$ cat src/rtl/serial_frame_rx_4bit.sv
// Asynchronous serial frame receiver: start, DATA_W data bits LSB-first, raw parity, stop.
// Delivers data and parity through a one-deep ready/valid holding register.
module serial_frame_rx_4bit #(
    parameter int CLKS_PER_BIT = 16,
    parameter int DATA_W       = 4
) (
    input  logic              clk,
    input  logic              rst_n,
    input  logic              rx_i,
    input  logic              out_ready,
    output logic              out_valid,
    output logic [DATA_W-1:0] D,
    output logic              parity,
    output logic              framing_err,
    output logic              overrun,
    output logic              busy
);

    localparam int CW = $clog2(CLKS_PER_BIT);
    localparam int IW = $clog2(DATA_W + 1);
    localparam logic [CW-1:0] CNT_MID  = CW'(CLKS_PER_BIT / 2 - 1);
    localparam logic [CW-1:0] CNT_END  = CW'(CLKS_PER_BIT - 1);
    localparam logic [IW-1:0] IDX_LAST = IW'(DATA_W - 1);

    typedef enum logic [2:0] {
        S_IDLE,
        S_START,
        S_DATA,
        S_PAR,
        S_STOP,
        S_BREAK
    } state_t;

    state_t            r_state, w_next;
    logic [CW-1:0]     r_cnt, w_cnt_next;
    logic [IW-1:0]     r_idx, w_idx_next;
    logic [DATA_W-1:0] r_shift, w_shift_next;
    logic              r_par_sh, w_par_sh_next;
    logic              r_sync1, r_sync2;
    logic              r_valid, r_par, r_ferr, r_ovr;
    logic [DATA_W-1:0] r_d;
    logic              w_rx_s, w_good, w_ferr;

    assign w_rx_s = r_sync2;

    // Synchroniser flops start high so reset looks like an idle line.
    always_ff @(posedge clk or negedge rst_n) begin
        if (!rst_n) begin
            r_sync1 <= 1'b1;
            r_sync2 <= 1'b1;
        end else begin
            r_sync1 <= rx_i;
            r_sync2 <= r_sync1;
        end
    end

    always_ff @(posedge clk or negedge rst_n) begin
        if (!rst_n) begin
            r_state  <= S_IDLE;
            r_cnt    <= '0;
            r_idx    <= '0;
            r_shift  <= '0;
            r_par_sh <= 1'b0;
        end else begin
            r_state  <= w_next;
            r_cnt    <= w_cnt_next;
            r_idx    <= w_idx_next;
            r_shift  <= w_shift_next;
            r_par_sh <= w_par_sh_next;
        end
    end

    always_comb begin
        w_next        = r_state;
        w_cnt_next    = r_cnt + CW'(1);
        w_idx_next    = r_idx;
        w_shift_next  = r_shift;
        w_par_sh_next = r_par_sh;
        w_good        = 1'b0;
        w_ferr        = 1'b0;
        case (r_state)
            S_IDLE: begin
                w_cnt_next = '0;
                if (!w_rx_s) w_next = S_START;
            end
            S_START: begin
                if (r_cnt == CNT_MID) begin
                    w_cnt_next = '0;
                    if (w_rx_s) begin
                        w_next = S_IDLE;
                    end else begin
                        w_next     = S_DATA;
                        w_idx_next = '0;
                    end
                end
            end
            S_DATA: begin
                if (r_cnt == CNT_END) begin
                    w_cnt_next = '0;
                    for (int i = 0; i < DATA_W; i++) begin
                        if (r_idx == IW'(i)) w_shift_next[i] = w_rx_s;
                    end
                    if (r_idx == IDX_LAST) w_next = S_PAR;
                    else                   w_idx_next = r_idx + IW'(1);
                end
            end
            S_PAR: begin
                if (r_cnt == CNT_END) begin
                    w_cnt_next    = '0;
                    w_par_sh_next = w_rx_s;
                    w_next        = S_STOP;
                end
            end
            S_STOP: begin
                if (r_cnt == CNT_END) begin
                    w_cnt_next = '0;
                    if (w_rx_s) begin
                        w_good = 1'b1;
                        w_next = S_IDLE;
                    end else begin
                        w_ferr = 1'b1;
                        w_next = S_BREAK;
                    end
                end
            end
            S_BREAK: begin
                w_cnt_next = '0;
                if (w_rx_s) w_next = S_IDLE;
            end
            default: w_next = S_IDLE;
        endcase
    end

    // A finished frame may replace the held one only if that one leaves this same cycle.
    always_ff @(posedge clk or negedge rst_n) begin
        if (!rst_n) begin
            r_valid <= 1'b0;
            r_d     <= '0;
            r_par   <= 1'b0;
            r_ferr  <= 1'b0;
            r_ovr   <= 1'b0;
        end else begin
            if (w_good && (!r_valid || out_ready)) begin
                r_valid <= 1'b1;
                r_d     <= r_shift;
                r_par   <= r_par_sh;
            end else if (r_valid && out_ready) begin
                r_valid <= 1'b0;
            end
            r_ovr  <= w_good && r_valid && !out_ready;
            r_ferr <= w_ferr;
        end
    end

    assign out_valid   = r_valid;
    assign D           = r_d;
    assign parity      = r_par;
    assign framing_err = r_ferr;
    assign overrun     = r_ovr;
    assign busy        = (r_state != S_IDLE);

endmodule

$ cat config.mk
export PLATFORM = sky130hd
export DESIGN_NAME = serial_frame_rx_4bit
export DESIGN_NICKNAME = d
export VERILOG_FILES = /design/src/rtl/serial_frame_rx_4bit.sv
export SDC_FILE = /design/constraint.sdc
export NUM_CORES = 1
export LEC_CHECK = 0
export ABC_CLOCK_PERIOD_IN_PS = 1700
export CAP_MARGIN = 20
export CORE_AREA = 2 2 69 71
export DETAILED_ROUTE_END_ITERATION = 16
export DIE_AREA = 0 0 71 73
export DONT_BUFFER_PORTS = 1
export GPL_TIMING_DRIVEN = 0
export SLEW_MARGIN = 20
export SYNTH_ARGS = -nofsm -noshare
export SYNTH_HDL_FRONTEND = slang
export SYNTH_SLANG_ARGS = --single-unit
$ cat constraint.sdc
create_clock -name clk -period 1.7 [get_ports clk]
set_clock_uncertainty 0.1 [all_clocks]
set_input_delay 0.085 -clock clk [delete_from_list [all_inputs] [get_ports clk]]
set_output_delay 0.085 -clock clk [all_outputs]
set_load 0.03 [all_outputs]
* Yosys cells after proc, flatten, opt, wreduce, memory -nomap -nowiden
Cells that the tools add are included.
Word-level totals: register bits 25, input bits 4, output and inout bits 9
Operators by class: add/sub/neg operators 2, equality and inequality tests 19, multiplexer cells 26, reductions and logical operators 21
Operators by type and width (number):
- 2-to-1 mux 3 bit | 12
- != test 2 bit, second input constant | 9
- case mux 3 bit (6 select lines) | 1
- == test 3 x 2 -> 1 bit, second input constant | 4
- case mux 4 bit (3 select lines) | 1
- AND reduction 3 bit | 4
- 2-to-1 mux 1 bit | 8
- 2-to-1 mux 4 bit | 2
- AND reduction 7 bit | 1
- == test 3 x 1 -> 1 bit, second input constant | 2
- == test 3 bit, second input constant | 2
- logical NOT 3 bit | 2
- case mux 3 bit (2 select lines) | 1
- AND reduction 5 bit | 1
- adder 4 x 1 -> 4 bit, second input constant | 1
- == test 4 x 3 -> 1 bit, second input constant | 1
- == test 4 bit, second input constant | 1
- logical AND 1 bit | 4
- nonzero test 2 bit | 2
- adder 3 x 1 -> 3 bit, second input constant | 1
- nonzero test 3 bit | 1
- OR reduction 3 bit | 1
- logical NOT 1 bit | 2
- 2-to-1 mux 2 bit | 1
- 3 further kinds | 3

* Longest topological paths before layout
Gate-level depths: netlist of the first run.
depth after elaboration 5, depth in mapped cells 5, gate-level depth less buffers 5

* Least setup slack after synthesis of the first run
No wires, ideal clock.
path type register to register, start reg r_cnt[0], end reg r_par_sh, library setup time 0.128 ns, arrival time 1.450 ns, path slack 0.023 ns, stages on the path, launching flop included 6, buffers on the path 1, clock period less this slack 1.677 ns, cells stage by stage dfrtp_1 ha_1 and3_4 buf_6 and3_2 mux2_1
Between the ends: cells in the longest elaborated chain, start to end 2
Ends and longest elaborated chain:
- start: declaration | line 35 | logic [CW-1:0] r_cnt, w_cnt_next;
- start signal: assignment | line 66 | r_cnt <= w_cnt_next;
- == test 4 bit | line 108 | if (r_cnt == CNT_END) begin
- AND reduction 2 bit (no source line)
- end signal: assignment | line 69 | r_par_sh <= w_par_sh_next;
- end: declaration | line 38 | logic r_par_sh, w_par_sh_next;
Every way passes these cells. A chain may end at the register's enable or synchronous reset.

* Final worst setup path of the first run
start reg r_cnt[1], end reg r_par_sh
The elaborated chain is that of the path after synthesis.

==> results.md, run 1 <==
* Critical path required time at 1760 ps
* CP Class: reg2reg
* Worst setup margin at 82.80 ps
* Non-Filler Instances at 172
* Full die area at 5183 um^2
* Minimum clock period at 1617 ps
* Worst-path fanout max at 9
* Crit end category: register
* Internal Power at 1.035 mW
* Drt via density at 4.988
* Post-layout nets at 129
* Share of cells above drive strength 1 at 30.51%
* Post-Place Cells at 162
* Die X at 71 um
* Dominant cell type by area after synthesis: dfrtp_1
* Non-Filler Cell Area, Final at 1515 um^2
* Crit path DAT at 1680 ps
* Clk buf depth at 2
* Post-synth EDFFs at 0
* Pwr dens at 1042 nW/um^2
* Grt total ovfl at 0
* Total CTS buffers at 3
* FF-to-FF Start: r_cnt[1]$_DFF_PN0_
* Initial antenna violation count at 0
* Slew @ Worst Pin at 402.7 ps
* Slowest CP cell: dfrtp_1
* Top cell by count, worst path: and3_4
* Final Hold Vio Count at 0
* Routed wire length at 2285 um
* Die height at 73 um
* Synthesized cell area at 1290 um^2
* Initial DRC count at 43
* Ys flop type: dfrtp_1
* Total negative slack at 0 ps
* Critical path launch point type: register
* Layout area overhead at 17.46%
* WL/cell at 13.28 um
* Net Sw Frac at 34.43%
* Drt drc at 0
* CTS clk-pin slew, worst paths at 100 ps
* Effective utilization at floorplan at 28.44%
* Dpl ws at -53.67 ps
* CORE AREA at 4536 um^2
* RSZ-0062 raised after global routing: false
* Final setup viols at 0
* Worst-Skew Late Latency at 280 ps
* Synth warnings at 0
* Psw at 0.5436 mW
* Outcome: finished clean
* Pre-Repair DR Iteration Count at 4
* Synth unique cells at 41
* Commonest non-fill, non-tap cell in the layout: dfrtp_1
* Commonest non-fill, non-tap cells in the layout: 22 x dfrtp_1, 9 x mux2_2, 6 x inv_1
* DR vias at 858
* CP startpoint: r_cnt[1]$_DFF_PN0_
* Worst vdd ir at 609.8 uV
* Slew Viols, Final at 0
* Number of global-route vias before repair at 828
* Final Cycle Share at 95.13%
* Total clock sinks at 25
* CTS tree: built
* Ys async rst share at 100.0%
* Syn Nets at 118
* Max Cap Violations at 0
* Seq/Total Area, Yosys at 48.69%
* Root Buffer: clkbuf_8
* Boundary Pins at 13
* Worst hold path class: in2async
* HPWL after detailed placement at 1620 um
* Crit-path cells: ha_4 > and3_4 > buf_8 > and3_4 > mux2_4
* CP max stage delay at 400 ps
* CTS H-tree lvls at 1
* Ant diodes at 0
* Post-synthesis register bit count at 25
* Cell Area, Placed at 1358 um^2
* Slew headroom at 73.15%
* Fmax at 618.4 MHz
* Top-area cell type share of the netlist area at 44.62%
* Leakage power at 0.6519 nW
* Rows at 25
* RD Place Congestion at 0.7898
* Number of I/O port buffers at 0
* Top cells by area, synth: dfrtp_1 45%, mux2_2 7.9%, ha_1 5.8%
* First-pass GRT wire length at 3836 um
* Gate power share at 28.0%
* Tot GR Track Use at 9.443%
* Post-route ant nets at 0
* Avg Synthesized Cell Area at 11.94 um^2
* Largest net degree at the start of global routing at 26
* Gate count of the mapped netlist at 108
* Sequential share of power at 48.9%
* Clk pwr share at 23.2%
-- flip-flops by register name, indices dropped and copies added, names as in the netlist, 3 cells and up --
signal and cells:
D 4, r_cnt 4, r_idx 3, r_shift 4
r_state 3
-- cell usage after synthesis, drive strengths merged, types with 2 or more instances --
cell type	number
and3	2
nand3	5
nor2b	2
o21ai	5
and4	3
dfstp	2
nand2	5
nand2b	4
o2111ai	2
mux2	10
nor2	5
o22ai	2
ha	6
inv	6
a21oi	2
nor3b	2
dfrtp	23
buf	3
a2bb2oi	2
-- repair_timing --
item                                    in CTS  in global routing
hold endpoints to repair                    28                  0
endpoints found under the setup margin       4                  7
setup buffers                                1                  1
pin swaps                                    0                  1
hold buffers                                 4                  0
gates resized for setup                      1                  8
-- per-stage QoR --
stage          util [%]  total power, mW  hold slack [ps]
2_1_floorplan         -            1.068           -310.6
3_3_place_gp      29.93            1.135           -310.0
3_5_place_dp      29.93            1.149           -310.1
4_1_cts           32.33            1.562            127.3
5_1_grt           33.41            1.692            145.2
6_report          33.41            1.579            130.9
-- critical path, delay by kind of cell, from the launching register on --
kind / cells / cell delay (ps)
and+or+nand+nor: 2 / 410
adders and majority gates: 1 / 170
DFF: 1 / 400
muxes: 1 / 290
buffers and inverters: 1 / 130
-- final cells by class --
cell class              count  area, um^2
multi-input cells          73       650.6
inverters                   6       22.52
flip-flops and latches     25       629.4
clock buffers               3       41.29
clock inverters             1       7.507
fillers                   431        3020
well taps                  54       67.56
plain buffers               4       31.28
repair buffers              6       65.06
-- worst paths after layout --
kind                                   endpoint  slack, ps  cells after the start
min in group clk              r_sync1$_DFF_PN1_        250                      1
max in group asynchronous     r_sync1$_DFF_PN1_       1130                      2
max reg2reg                r_par_sh$_DFFE_PN0P_         80                      5
max                        r_par_sh$_DFFE_PN0P_         80                      5
min                            D[2]$_DFFE_PN0P_        130                      2
min reg2reg                   r_sync2$_DFF_PN1_        260                      0
-- metal layers --
metal  part of all wire (%)  global-route usage [%]  vias to the layer above
met3                    4.9                   3.177                        2
met1                     44                   11.22                      428
met5                      0                       0                        -
li1                       -                       -                      411
met2                     50                   16.72                       17
met4                   0.96                   1.887                        0
-- power by group through the flow --
stage               Combinational (mW)  Sequential, mW  Clock, mW
floorplan                        0.320           0.748          0
detailed placement               0.379           0.770          0
global placement                 0.369           0.766          0
finish                           0.442           0.771      0.366
global route                     0.502           0.785      0.405
CTS                              0.426           0.758      0.379
-- cell families after synthesis --
kind of cell | share of synthesized area [%]
simple gates | 20.08
compound gates | 10.67
buf+inv | 3.879
flops | 48.69
fa+ha+maj | 5.819
mux | 9.506
xor+xnor | 1.358
No activity file was read; power rests on OpenSTA's default activity.
==> run 2: changes to the inputs <==
--- a/config.mk
+++ b/config.mk
@@ -12,4 +12,5 @@
 export DIE_AREA = 0 0 71 73
 export DONT_BUFFER_PORTS = 1
+export GPL_ROUTABILITY_DRIVEN = 0
 export GPL_TIMING_DRIVEN = 0
 export SLEW_MARGIN = 20
==> constraint.sdc (replaced) <==
create_clock -name clk -period 1.7 [get_ports clk]
set_clock_uncertainty 0.1 [all_clocks]
set_input_delay 0.085 -clock clk [delete_from_list [all_inputs] [get_ports clk]]
set_output_delay 0.085 -clock clk [all_outputs]
set_load 0.1 [all_outputs]
==> run 2 against run 1 <==
  * Critical path depth fell by 2
  * Sequential share of layout area shrank 0.40 points
  * Global-route usage grew 0.74 points
==> results.md, run 2 (same netlist as run 1, synthesis figures left out) <==
* Crit-path cells: or2b_4 > nand4_4 > mux2_2
* Clk buf depth at 2
* Pwr dens at 1100 nW/um^2
* Non-Filler Instances at 175
* Full die area at 5183 um^2
* Fmax at 609.4 MHz
* Layout area overhead at 19.79%
* WL/cell at 14.36 um
* Fill cells at 449
* Number of I/O port buffers at 0
* CTS H-tree lvls at 1
* Worst-path fanout max at 5
* CTS clk-pin slew, worst paths at 100 ps
* CORE AREA at 4536 um^2
* Commonest non-fill, non-tap cells in the layout: 19 x dfrtp_1, 9 x mux2_2, 6 x buf_4, 6 x inv_1, 5 x nand3_1
* Critical path required time at 1760 ps
* Worst-Skew Late Latency at 280 ps
* CTS tree: built
* Number of global-route vias before repair at 893
* Register area at 635.6 um^2
* Ant diodes at 0
* Worst reg2reg setup slack at 60 ps
* Post-layout nets at 132
* Post-Place Cells at 162
* Worst Path Buf+Inv at 0
* Crit end category: register
* Total CTS buffers at 3
* Post-route ant nets at 0
* Multi-input logic area at 649.4 um^2
* Leakage power at 0.6777 nW
* FF-to-FF Start: out_valid$_DFFE_PN0P_
* Drt drc at 0
* Max Cap Violations at 0
* Slew headroom at 40.35%
* Largest net degree at the start of global routing at 26
* First-pass GRT wire length at 4091 um
* HPWL after detailed placement at 1742 um
* Dpl ws at -68.29 ps
* Routed wire length at 2513 um
* Boundary Pins at 13
* Initial DRC count at 56
* Worst setup margin at 59.03 ps
* Slew Viols, Final at 0
* Root Buffer: clkbuf_8
* Pre-Repair DR Iteration Count at 4
* CP Class: reg2reg
* Minimum clock period at 1641 ps
* Total clock sinks at 25
* R2r endpoint: D[0]$_DFFE_PN0P_
* Crit path DAT at 1700 ps
* Commonest non-fill, non-tap cell in the layout: dfrtp_1
* Final setup viols at 0
* Effective utilization at floorplan at 28.44%
* Worst hold path class: in2async
* Share of cells above drive strength 1 at 36.36%
* CP max stage delay at 620 ps
* Die height at 73 um
* RSZ-0062 raised after global routing: true
* DR vias at 853
* Final Cycle Share at 96.53%
* Initial antenna violation count at 0
* Rows at 25
* Slew @ Worst Pin at 894.7 ps
* Slowest CP cell: dfrtp_4
* Critical path launch point type: register
* Final Hold Vio Count at 0
* Post-Route Utilization at 34.07%
* Tot GR Track Use at 10.18%
* Outcome: finished clean
* Drt via density at 4.874
* CP delay by family, top: flip-flops
* Die X at 71 um
* FF-to-FF path depth at 3
* Worst vdd ir at 367.5 uV
* Grt total ovfl at 0
run 2: cell types whose count changed in the layout (fill, tap and decap cells not counted), sizes merged:
cell	delta
clkinvlp	-1
buf	+3
inv	+1
run 2: power breakdown:
| group | switching (mW) | internal, mW | leakage, nW |
|---|---|---|---|
| combinational | 0.314 | 0.230 | 0.324 |
| clock | 0.205 | 0.172 | 0.0261 |
| sequential | 0.110 | 0.669 | 0.328 |
| total | 0.629 | 1.07 | 0.678 |
run 2: worst max-delay path by stage:
| stage | from | to | slack (ps) | cells after the start |
|---|---|---|---|---|
| after floorplan | r_cnt[0]$_DFF_PN0_ | r_par_sh$_DFFE_PN0P_ | 20 | 5 |
| after global placement | r_cnt[0]$_DFF_PN0_ | r_par_sh$_DFFE_PN0P_ | -40 | 5 |
| after detailed placement | r_cnt[0]$_DFF_PN0_ | r_par_sh$_DFFE_PN0P_ | -70 | 5 |
| after CTS | r_cnt[0]$_DFF_PN0_ | r_par_sh$_DFFE_PN0P_ | 3 | 5 |
| after global routing | r_idx[0]$_DFFE_PN0P_ | r_idx[2]$_DFFE_PN0P_ | -7 | 5 |
| final | out_valid$_DFFE_PN0P_ | D[0]$_DFFE_PN0P_ | 60 | 3 |
run 2: per-stage QoR:
step	hold WS [ps]	setup TNS, ps	power, mW	instance area, um^2
after floorplan	-310.6	0	1.124	1294
after global placement	-310.1	-37.56	1.189	1361
after detailed placement	-310.1	-107.0	1.203	1361
after CTS	118.8	0	1.640	1481
after global routing	131.3	-7.227	1.805	1545
final	124.8	0	1.699	1545
run 2: routing by layer:
metal	GRT usage, %	up-vias	wire (um)
met5	0	-	0
met2	18.28	17	1348
met1	11.77	421	1093
met4	5.241	0	0
met3	1.519	0	71
li1	-	415	-
run 2: layout make-up:
class / instances / share of cell area, %
Timing Repair Buffer: 9 / 5.668
Sequential cell: 25 / 41.13
Multi-Input combinational cell: 73 / 42.02
Inverter: 6 / 1.457
Clock inverter: 1 / 0.5668
Tap cell: 54 / 4.372
Buffer: 4 / 2.105
Clock buffer: 3 / 2.672
run 2: timing repair:
action,in CTS,in global routing
hold buffers,4,0
buffers inserted,0,5
setup endpoints to repair,9,9
pin swaps,0,2
endpoints found under the hold margin,28,0
resized for setup,5,11
==> run 3: changes to the inputs <==
--- a/config.mk
+++ b/config.mk
@@ -6,5 +6,5 @@
 export NUM_CORES = 1
 export LEC_CHECK = 0
-export ABC_CLOCK_PERIOD_IN_PS = 1700
+export ABC_CLOCK_PERIOD_IN_PS = 2100
 export CAP_MARGIN = 20
 export CORE_AREA = 2 2 69 71
@@ -14,4 +14,5 @@
 export GPL_ROUTABILITY_DRIVEN = 0
 export GPL_TIMING_DRIVEN = 0
+export MAX_ROUTING_LAYER = met4
 export SLEW_MARGIN = 20
 export SYNTH_ARGS = -nofsm -noshare
==> constraint.sdc (replaced) <==
create_clock -name clk -period 2.1 [get_ports clk]
set_clock_uncertainty 0.1 [all_clocks]
set_input_delay 0.315 -clock clk [delete_from_list [all_inputs] [get_ports clk]]
set_output_delay 0.315 -clock clk [all_outputs]
set_load 0.1 [all_outputs]
==> run 3 against run 2 <==
  * Critical path type unchanged
  * Hold slack gained 18 ps
  * Final area down 6.2%
  * Global-route usage down 0.49 points
  * Worst setup slack lost 16 ps
  * Critical path depth did not move
==> results.md, run 3 (same netlist as run 1, synthesis figures left out) <==
* Outcome: finished clean
* Non-Filler Cell Area, Final at 1449 um^2
* Routed wire length at 2252 um
* Dpl ws at 55.44 ps
* Final Total Pwr at 1.284 mW
* Cell Area, Placed at 1358 um^2
* Final setup viols at 0
* Ant diodes at 0
* Crit end category: register
* Final Hold Vio Count at 0
* HPWL after detailed placement at 1620 um
* Total CTS buffers at 3
* Post-layout nets at 126
* Crit path DAT at 2120 ps
* Minimum clock period at 2057 ps
* Commonest non-fill, non-tap cell in the layout: dfrtp_1
* CTS tree: built
* Max Cap Violations at 0
* Number of global-route vias before repair at 824
* Drt via density at 5.024
* Root Buffer: clkbuf_8
* CTS H-tree lvls at 1
* Effective utilization at floorplan at 28.44%
* Worst-Skew Late Latency at 280 ps
* Boundary Pins at 13
* Die height at 73 um
* Tot GR Track Use at 9.694%
* Hold Crit Start: out_ready
* Final Cycle Share at 97.95%
* Die X at 71 um
* Total clock sinks at 25
* Worst reg2reg setup slack at 40 ps
* Leakage power at 0.6395 nW
* Initial antenna violation count at 0
* Post-route ant nets at 0
* CTS clk-pin slew, worst paths at 100 ps
* Total negative slack at 0 ps
* Worst hold path class: in2reg
* Critical path launch point type: register
* R2r endpoint: parity$_DFFE_PN0P_
* Fill cells at 437
* Pwr dens at 885.9 nW/um^2
* WL/cell at 13.33 um
* Rows at 25
* Hold depth at 2
* Worst setup margin at 43.03 ps
* Worst-path fanout max at 5
* CORE AREA at 4536 um^2
* Slew headroom at 39.83%
* CP Class: reg2reg
* Number of I/O port buffers at 0
* Layout area overhead at 12.32%
* Slowest CP cell: dfrtp_1
* Full die area at 5183 um^2
* Slew @ Worst Pin at 902.5 ps
* Drt drc at 0
* RSZ-0062 raised after global routing: false
* Crit-path cells: or2b_2 > nand4_4 > mux2_2
* Initial DRC count at 33
* Fmax at 486.2 MHz
* CP max stage delay at 950 ps
* Worst vdd ir at 493.9 uV
* Largest net degree at the start of global routing at 26
* CP delay by family, top: flip-flops
* FF-to-FF path depth at 3
* Pre-Repair DR Iteration Count at 4
* DR vias at 849
* Share of cells above drive strength 1 at 26.96%
* Critical path required time at 2160 ps
* FF-to-FF Start: out_valid$_DFFE_PN0P_
* Slew Viols, Final at 0
* Clk buf depth at 2
* First-pass GRT wire length at 3829 um
* Commonest non-fill, non-tap cells in the layout: 23 x dfrtp_1, 9 x mux2_2, 6 x inv_1, 6 x ha_1
* Grt total ovfl at 0
* Hold EP: overrun$_DFF_PN0_
* Worst Path Buf+Inv at 0
==> run 3: changes by cell type in the layout (fill, tap and decap cells not counted), sizes merged <==
cell / previous run / this run
dlygate4sd3: 3 / 2
buf: 9 / 4
clkinvlp: 0 / 1
inv: 7 / 6
==> run 3: repair_timing <==
item,in CTS,in global routing
setup buffers,0,0
gates resized for setup,1,0
setup endpoints to repair,1,0
endpoints found under the hold margin,26,0
hold buffers,3,0
==> run 3: worst max path at each step <==
stage	start	to	slack (ps)	cells after the start
after floorplan	out_valid$_DFFE_PN0P_	D[0]$_DFFE_PN0P_	130	3
after global placement	out_valid$_DFFE_PN0P_	parity$_DFFE_PN0P_	80	3
after detailed placement	out_valid$_DFFE_PN0P_	parity$_DFFE_PN0P_	60	3
after CTS	out_valid$_DFFE_PN0P_	parity$_DFFE_PN0P_	30	3
after global routing	out_valid$_DFFE_PN0P_	parity$_DFFE_PN0P_	10	3
final	out_valid$_DFFE_PN0P_	parity$_DFFE_PN0P_	40	3
==> run 3: routing by layer <==
| metal | vias up | track usage [%] | wire, um |
|---|---|---|---|
| li1 | 406 | - | - |
| met1 | 424 | 11.39 | 1009 |
| met2 | 17 | 16.61 | 1133 |
| met3 | 2 | 2.901 | 91 |
| met4 | 0 | 1.887 | 18 |
| met5 | - | - | 0 |
==> run 3: area by class of cell <==
cell class	count	area [um^2]	share of cell area (%)
flip-flops and latches	25	628.1	43.35
multi-input cells	73	614.3	42.40
well taps	54	67.56	4.663
clock buffers	3	41.29	2.850
repair buffers	3	40.04	2.763
plain buffers	4	27.53	1.900
inverters	6	22.52	1.554
clock inverters	1	7.507	0.5181
==> run 3: report_power, final <==
part | switching [mW] | internal [mW] | leakage [nW]
registers | 0.0780 | 0.538 | 0.333
logic | 0.235 | 0.137 | 0.285
clock network | 0.161 | 0.135 | 0.0217
==> run 3: per-stage QoR <==
step	cells	hold slack [ps]	utilization (%)
after global placement	162	-80.04	29.93
after detailed placement	162	-80.08	29.93
final	169	142.3	31.94
after floorplan	108	-80.59	-
after global routing	169	152.2	31.94
after CTS	169	140.2	31.94
